**config.mk**
```make
export PLATFORM = sky130hd
export DESIGN_NAME = mat_cmd_issuer
export DESIGN_NICKNAME = d
export VERILOG_FILES = /design/src/rtl/mat_cmd_issuer.sv
export SDC_FILE = /design/constraint.sdc
export NUM_CORES = 1
export LEC_CHECK = 0
export BUFFER_PORTS_ARGS = -buffer_cell sky130_fd_sc_hd__buf_2
export CAP_MARGIN = 20
export CORE_MARGIN = 2
export CORE_UTILIZATION = 39
export CTS_CLUSTER_SIZE = 25
export DETAILED_ROUTE_END_ITERATION = 10
export PLACE_DENSITY_LB_ADDON = 0.25
export SLEW_MARGIN = 20
export SYNTH_ARGS = -nofsm -noshare
export SYNTH_HDL_FRONTEND = slang
export SYNTH_SLANG_ARGS = --single-unit
```
**constraint.sdc**
```tcl
create_clock -name clock -period 3.9 [get_ports clock]
set_clock_uncertainty 0.2 [all_clocks]
set_input_delay 0.195 -clock clock [delete_from_list [all_inputs] [get_ports clock]]
set_output_delay 0.195 -clock clock [all_outputs]
set_load 0.01 [all_outputs]
```
**src/rtl/mat_cmd_issuer.sv**
```systemverilog
// mat_cmd_issuer
//   Host-side initiator of the op/data mailbox in shared matrix memory.
//   Sequence: load operand words into the DATA region, write the op word to
//   OP_ADDR, poll OP_ADDR until the compute side clears it to NONE (0), then
//   stream the RES region out. Sits between the host command/stream
//   interface and a single-port memory arbiter.
//
// Ports
//   clock, reset            clock; asynchronous active-high reset
//   cmd_valid/cmd_ready     command handshake; cmd_op, cmd_dim1, cmd_dim2,
//                           cmd_in_len, cmd_out_len latched on accept
//   in_valid/in_ready       operand stream (in_data)
//   out_valid/out_ready     result stream (out_data, out_last)
//   mem_addr/mem_wdata      memory address / write data
//   mem_read/mem_write      strobes; mem_rdata valid the cycle after mem_read
//   busy                    high from accept until done
//   done                    1-cycle completion pulse
//   err                     1-cycle pulse with done on poll timeout
//
// Optional build macro
//   MAT_CMD_TIMEOUT_EN      enables the 16-bit poll timeout (TIMEOUT_CYCLES);
//                           without it polling never gives up and err is 0.
module mat_cmd_issuer #(
  parameter int DATA_WIDTH     = 32,
  parameter int ADDR_WIDTH     = 12,
  parameter int DIM_WIDTH      = 4,
  parameter int OP_WIDTH       = 4,
  parameter int OP_ADDR        = 999,
  parameter int DATA_ADDR      = 0,
  parameter int RES_ADDR       = 512,
  parameter int POLL_INTERVAL  = 8,
  parameter int TIMEOUT_CYCLES = 65535
) (
  input  logic                  clock,
  input  logic                  reset,
  input  logic                  cmd_valid,
  output logic                  cmd_ready,
  input  logic [OP_WIDTH-1:0]   cmd_op,
  input  logic [DIM_WIDTH-1:0]  cmd_dim1,
  input  logic [DIM_WIDTH-1:0]  cmd_dim2,
  input  logic [ADDR_WIDTH-1:0] cmd_in_len,
  input  logic [ADDR_WIDTH-1:0] cmd_out_len,
  input  logic                  in_valid,
  output logic                  in_ready,
  input  logic [DATA_WIDTH-1:0] in_data,
  output logic                  out_valid,
  input  logic                  out_ready,
  output logic [DATA_WIDTH-1:0] out_data,
  output logic                  out_last,
  output logic [ADDR_WIDTH-1:0] mem_addr,
  output logic [DATA_WIDTH-1:0] mem_wdata,
  output logic                  mem_read,
  output logic                  mem_write,
  input  logic [DATA_WIDTH-1:0] mem_rdata,
  output logic                  busy,
  output logic                  done,
  output logic                  err
);

  localparam logic [3:0] S_IDLE      = 4'd0;
  localparam logic [3:0] S_LOAD      = 4'd1;
  localparam logic [3:0] S_ISSUE     = 4'd2;
  localparam logic [3:0] S_POLL_WAIT = 4'd3;
  localparam logic [3:0] S_POLL_RD   = 4'd4;
  localparam logic [3:0] S_DRAIN_RD  = 4'd5;
  localparam logic [3:0] S_DRAIN_CAP = 4'd6;
  localparam logic [3:0] S_DRAIN_OUT = 4'd7;
  localparam logic [3:0] S_DONE      = 4'd8;

  localparam int PCW = $clog2(POLL_INTERVAL) + 1;
  localparam logic [PCW-1:0] POLL_LAST = PCW'(POLL_INTERVAL - 2);
  localparam logic [15:0] TMO_LIMIT = 16'(TIMEOUT_CYCLES - 1);

  logic [3:0]            state;
  logic [OP_WIDTH-1:0]   op_r;
  logic [DIM_WIDTH-1:0]  dim1_r;
  logic [DIM_WIDTH-1:0]  dim2_r;
  logic [ADDR_WIDTH-1:0] in_len_r;
  logic [ADDR_WIDTH-1:0] out_len_r;
  logic [ADDR_WIDTH-1:0] idx;
  logic [ADDR_WIDTH-1:0] k;
  logic [PCW-1:0]        poll_cnt;
  logic                  poll_chk;
  logic [DATA_WIDTH-1:0] out_data_r;
  logic                  busy_r;
  logic                  done_r;
  logic                  poll_clear;
  logic                  last_word;

  // poll_chk marks the first POLL_WAIT cycle after a POLL_RD, when the
  // op word read is on mem_rdata; the check shares that idle cycle.
  always_comb begin
    poll_clear = (state == S_POLL_WAIT) && poll_chk &&
                 (mem_rdata[OP_WIDTH-1:0] == '0);
    last_word  = (k == out_len_r - ADDR_WIDTH'(1));
  end

`ifdef MAT_CMD_TIMEOUT_EN
  logic [15:0] tmo_cnt;
  logic        err_pend;
  logic        err_r;
  assign err = err_r;
`else
  logic unused_tmo;
  assign unused_tmo = ^TMO_LIMIT;
  assign err = 1'b0;
`endif

  always_ff @(posedge clock or posedge reset) begin
    if (reset) begin
      state      <= S_IDLE;
      op_r       <= '0;
      dim1_r     <= '0;
      dim2_r     <= '0;
      in_len_r   <= '0;
      out_len_r  <= '0;
      idx        <= '0;
      k          <= '0;
      poll_cnt   <= '0;
      poll_chk   <= 1'b0;
      out_data_r <= '0;
      busy_r     <= 1'b0;
      done_r     <= 1'b0;
`ifdef MAT_CMD_TIMEOUT_EN
      tmo_cnt    <= '0;
      err_pend   <= 1'b0;
      err_r      <= 1'b0;
`endif
    end else begin
      done_r <= 1'b0;
`ifdef MAT_CMD_TIMEOUT_EN
      err_r  <= 1'b0;
`endif
      case (state)
        S_IDLE: begin
          if (cmd_valid) begin
            op_r      <= cmd_op;
            dim1_r    <= cmd_dim1;
            dim2_r    <= cmd_dim2;
            in_len_r  <= cmd_in_len;
            out_len_r <= cmd_out_len;
            idx       <= '0;
            k         <= '0;
            poll_cnt  <= '0;
            poll_chk  <= 1'b0;
            busy_r    <= 1'b1;
`ifdef MAT_CMD_TIMEOUT_EN
            tmo_cnt   <= '0;
            err_pend  <= 1'b0;
`endif
            if (cmd_op == '0)
              state <= S_DONE;
            else if (cmd_in_len == '0)
              state <= S_ISSUE;
            else
              state <= S_LOAD;
          end
        end
        S_LOAD: begin
          if (in_valid) begin
            idx <= idx + ADDR_WIDTH'(1);
            if (idx == in_len_r - ADDR_WIDTH'(1))
              state <= S_ISSUE;
          end
        end
        S_ISSUE: begin
          poll_cnt <= '0;
          state    <= S_POLL_WAIT;
        end
        S_POLL_WAIT: begin
          poll_chk <= 1'b0;
          if (poll_clear) begin
            poll_cnt <= '0;
            state    <= (out_len_r == '0) ? S_DONE : S_DRAIN_RD;
          end else if (poll_cnt == POLL_LAST) begin
            poll_cnt <= '0;
            state    <= S_POLL_RD;
          end else begin
            poll_cnt <= poll_cnt + PCW'(1);
          end
        end
        S_POLL_RD: begin
          poll_chk <= 1'b1;
          state    <= S_POLL_WAIT;
        end
        S_DRAIN_RD: begin
          state <= S_DRAIN_CAP;
        end
        S_DRAIN_CAP: begin
          out_data_r <= mem_rdata;
          state      <= S_DRAIN_OUT;
        end
        S_DRAIN_OUT: begin
          if (out_ready) begin
            if (last_word) begin
              state <= S_DONE;
            end else begin
              k     <= k + ADDR_WIDTH'(1);
              state <= S_DRAIN_RD;
            end
          end
        end
        S_DONE: begin
          busy_r <= 1'b0;
          done_r <= 1'b1;
`ifdef MAT_CMD_TIMEOUT_EN
          err_r    <= err_pend;
          err_pend <= 1'b0;
`endif
          state  <= S_IDLE;
        end
        default: state <= S_IDLE;
      endcase
`ifdef MAT_CMD_TIMEOUT_EN
      // Timeout overrides the poll transitions above; a clear seen in the
      // same cycle still wins so a completed op is never reported as failed.
      if ((state == S_POLL_WAIT) || (state == S_POLL_RD)) begin
        tmo_cnt <= tmo_cnt + 16'd1;
        if ((tmo_cnt == TMO_LIMIT) && !poll_clear) begin
          state    <= S_DONE;
          err_pend <= 1'b1;
          poll_chk <= 1'b0;
        end
      end
`endif
    end
  end

  always_comb begin
    cmd_ready = (state == S_IDLE);
    in_ready  = (state == S_LOAD);
    out_valid = (state == S_DRAIN_OUT);
    out_last  = (state == S_DRAIN_OUT) && last_word;
    mem_addr  = '0;
    mem_wdata = '0;
    mem_read  = 1'b0;
    mem_write = 1'b0;
    case (state)
      S_LOAD: begin
        mem_addr  = ADDR_WIDTH'(DATA_ADDR) + idx;
        mem_wdata = in_data;
        mem_write = in_valid;
      end
      S_ISSUE: begin
        mem_addr  = ADDR_WIDTH'(OP_ADDR);
        mem_wdata = DATA_WIDTH'({dim2_r, dim1_r, op_r});
        mem_write = 1'b1;
      end
      S_POLL_RD: begin
        mem_addr = ADDR_WIDTH'(OP_ADDR);
        mem_read = 1'b1;
      end
      S_DRAIN_RD: begin
        mem_addr = ADDR_WIDTH'(RES_ADDR) + k;
        mem_read = 1'b1;
      end
      default: ;
    endcase
  end

  assign out_data = out_data_r;
  assign busy     = busy_r;
  assign done     = done_r;

endmodule

```
==> flow_metrics.env <==
export IMPL_drive_gt1_share_pct=29.48
export IMPL_post_synth_top_area_fraction_pct=43.04
export IMPL_clock_fmax_ghz=0.3155
export IMPL_synth_edff_count=0
export IMPL_synth_top_cells_by_area="dfrtp_1, nand2_1, mux2_2"
export IMPL_antenna_found_initial=0
export IMPL_grt_start_max_net_pins=49
export IMPL_setup_worst_path_start="out_len_r[0]$_DFFE_PP0P_"
export IMPL_ys_flop_type="dfrtp_1"
export IMPL_grt_pass1_wl_mm=28.61
export IMPL_seq_area_frac_synth_pct=43.04
export IMPL_vias=5721
export IMPL_wl_mm=17.90
export IMPL_max_vdd_ir_drop_uv=362.7
export IMPL_avgRoutedWirePerCell_um=16.32
export IMPL_worst_hold_slack_ns=0.02075
export IMPL_synth_cells=668
export IMPL_die_w_um=127.9
export IMPL_rows=45
export IMPL_rsz0062_at_grt="no"
export IMPL_max_slew_worst_pin_slew_ns=0.9842
export IMPL_synthToLayoutAreaGrowth_pct=35.14
export IMPL_critPathCapture="out_last"
export IMPL_cts_tree="yes"
export IMPL_h_tree_depth=3
export IMPL_nFillCells=1377
export IMPL_slew_viol_final=0
export IMPL_yosys_top_cells_count="nand2_1, dfrtp_1, nor2_1, mux2_2, clkbuf_1"
export IMPL_drcViolationCount=0
export IMPL_drv_cap=0
export IMPL_clock_latency_ns=0.36
export IMPL_r2r_start="out_len_r[0]$_DFFE_PP0P_"
export IMPL_cts_root_buf="clkbuf_16"
export IMPL_status="completed"
export IMPL_ys_seq_elements=103
export IMPL_top_level_ports=190
export IMPL_coreArea_sq_um=15090
export IMPL_diodes=0
export IMPL_yosysWarnings=0
export IMPL_clk_pin_slew_ns=0.08
export IMPL_routabilityCongestion=0.8717
export IMPL_cts_inserted_buffers=9
export IMPL_post_cts_setup_buffer_count=0
export IMPL_tns_ns=0
export IMPL_die_y_um=127.9
export IMPL_r2r_slack_ns=0.78
export IMPL_fin_cells=1097
export IMPL_post_layout_total_power_mw=5.424
export IMPL_crit_path_start_kind="register"
export IMPL_grt_use_total_pct=22.46
export IMPL_vias_per_cell=5.215
export IMPL_required_ns=3.50
export IMPL_power_density_nw_per_um2=670.3
export IMPL_multiInputGateArea_sq_um=3176
export IMPL_nets=1016
export IMPL_fin_util_pct=53.63
export IMPL_synth_most_common_cell="nand2_1"
export IMPL_grt_pass1_vias=5749
export IMPL_setup_violations=0
export IMPL_port_buffers=188
export IMPL_cts_path_max_buffers=2
export IMPL_endpoint_kind="primary output"
export IMPL_regToRegEndpoint="k[0]$_DFFE_PP0P_"
export IMPL_hold_path_class="input port to register"
export IMPL_cts_resized=0
export IMPL_seqCellArea_sq_um=2577
export IMPL_synth_fp_nets=780
export IMPL_yosysTopAreaCell="dfrtp_1"
export IMPL_hold_viol=0
export IMPL_synth_distinct_cells=68
export IMPL_overflow=0
export IMPL_numClockSinks=103
export IMPL_drtIter0Drc=303
export IMPL_async_flop_share_pct=100.0
export IMPL_final_antenna_net_count=0
export IMPL_cp_arrival_ns=2.77
export IMPL_r2r_cells=9
export IMPL_dp_hpwl_mm=12.76
export IMPL_firstDrtPassIters=4
export IMPL_avgSynthCellArea_sq_um=8.964
export IMPL_netlist_area_sq_um=5988
export IMPL_path_class="register to primary output"
export IMPL_fin_crit_sh_pct=81.27
export IMPL_cp_max_fo=6
export IMPL_p_leak_nw=3.945
export IMPL_hold_buffers=71
export IMPL_dp_cells=1010
export IMPL_die_area_sq_um=16360
export IMPL_start_util_pct=39.68
export IMPL_min_period_ns=3.170
export IMPL_relSlewSlack_pct=34.03
## layout make-up
class	instances	share of cell area (%)
Inverter	17	0.8194
Clock inverter	7	1.160
Timing Repair Buffer	268	21.24
Sequential cell	103	31.85
Multi-Input combinational cell	505	39.24
Clock buffer	9	2.783
Tap cell	188	2.907
## layer usage
metal | vias to the layer above | part of all wire [%] | wire, um | track usage, %
met5 | - | 0 | 0 | 0
met3 | 41 | 5.8 | 1043 | 6.052
met1 | 2696 | 42 | 7542 | 27.53
li1 | 2795 | - | - | -
met2 | 189 | 49 | 8735 | 37.62
met4 | 0 | 3.2 | 578 | 9.114
## registers in the layout, indices dropped and copies added (netlist names)
signal and cells:
busy 1, dim1_r 4, dim2_r 4, done 1, idx 12, in_len_r 12
k 12, op_r 4, out_data 32, out_len_r 12, poll_chk 1, poll_cnt 4
state 4
## how the worst min path moves through the flow
stage,from,to,slack [ns],cells past startpoint
after floorplan,cmd_dim1[0],dim1_r[0]$_DFFE_PP0P_,0.10,2
after global placement,reset,out_data[11]$_DFFE_PP0P_,0.12,2
after detailed placement,reset,out_data[11]$_DFFE_PP0P_,0.12,2
after CTS,cmd_valid,state[0]$_DFFE_PP0P_,0.02,4
after global routing,cmd_valid,state[0]$_DFFE_PP0P_,0.05,4
final,cmd_valid,state[0]$_DFFE_PP0P_,0.02,4
## report_power, final
part / switching [mW] / internal (mW)
logic: 1.39 / 1.12
registers: 0.463 / 1.47
clock network: 0.463 / 0.518
## logic make-up (layout without fill, tap and decap cells)
family / Yosys count / count (layout) / share of synthesized area, %
buffers and inverters: 60 / 301 / 4.221
muxes: 38 / 38 / 7.062
other: 1 / 1 / 0.06262
xor gates and xnor gates: 33 / 33 / 4.827
adders and majority gates: 7 / 7 / 1.463
and+or+nand+nor: 319 / 319 / 25.83
AOI/OAI and AO/OA: 107 / 107 / 13.50
DFF: 103 / 103 / 43.04
## critical path, stage by stage (launching register included)
cell and delay, ns:
dfrtp_1 0.44, inv_1 0.09, ha_1 0.26, or4b_4 0.50, nor3_2 0.19, o2111ai_2 0.14, a2111oi_4 0.38, nand3_1 0.13
nor2_1 0.15, buf_2 0.15
## stage by stage
| stage | setup slack, ns | instance area (sq um) |
|---|---|---|
| global placement | 0.8565 | 7063 |
| global route | 0.5481 | 8093 |
| finish | 0.7303 | 8093 |
| floorplan | 0.8012 | 5988 |
| CTS | 0.7087 | 8093 |
| detailed placement | 0.7849 | 7063 |
## layout by cell type (no fill, tap or decap), types with 4 or more instances in the layout
cell	n
o211ai_1	5
a22o_1	17
nand2b_1	10
mux2_2	33
and3_1	4
nand3b_1	5
mux2i_1	4
dfrtp_1	103
nor2_1	57
dlygate4sd3_1	71
nand2_1	133
inv_1	14
ha_1	7
xnor2_1	15
nor3_1	14
a22oi_1	8
xor2_1	18
buf_2	188
a21oi_1	11
a211oi_1	4
nor2b_1	6
buf_4	9
o21ai_0	21
nand3_1	13
or3_1	5
nand4_1	15
and2_1	21
a21boi_0	4
nor4_1	15
clkbuf_16	9
Power figures use the tool's default switching activity.
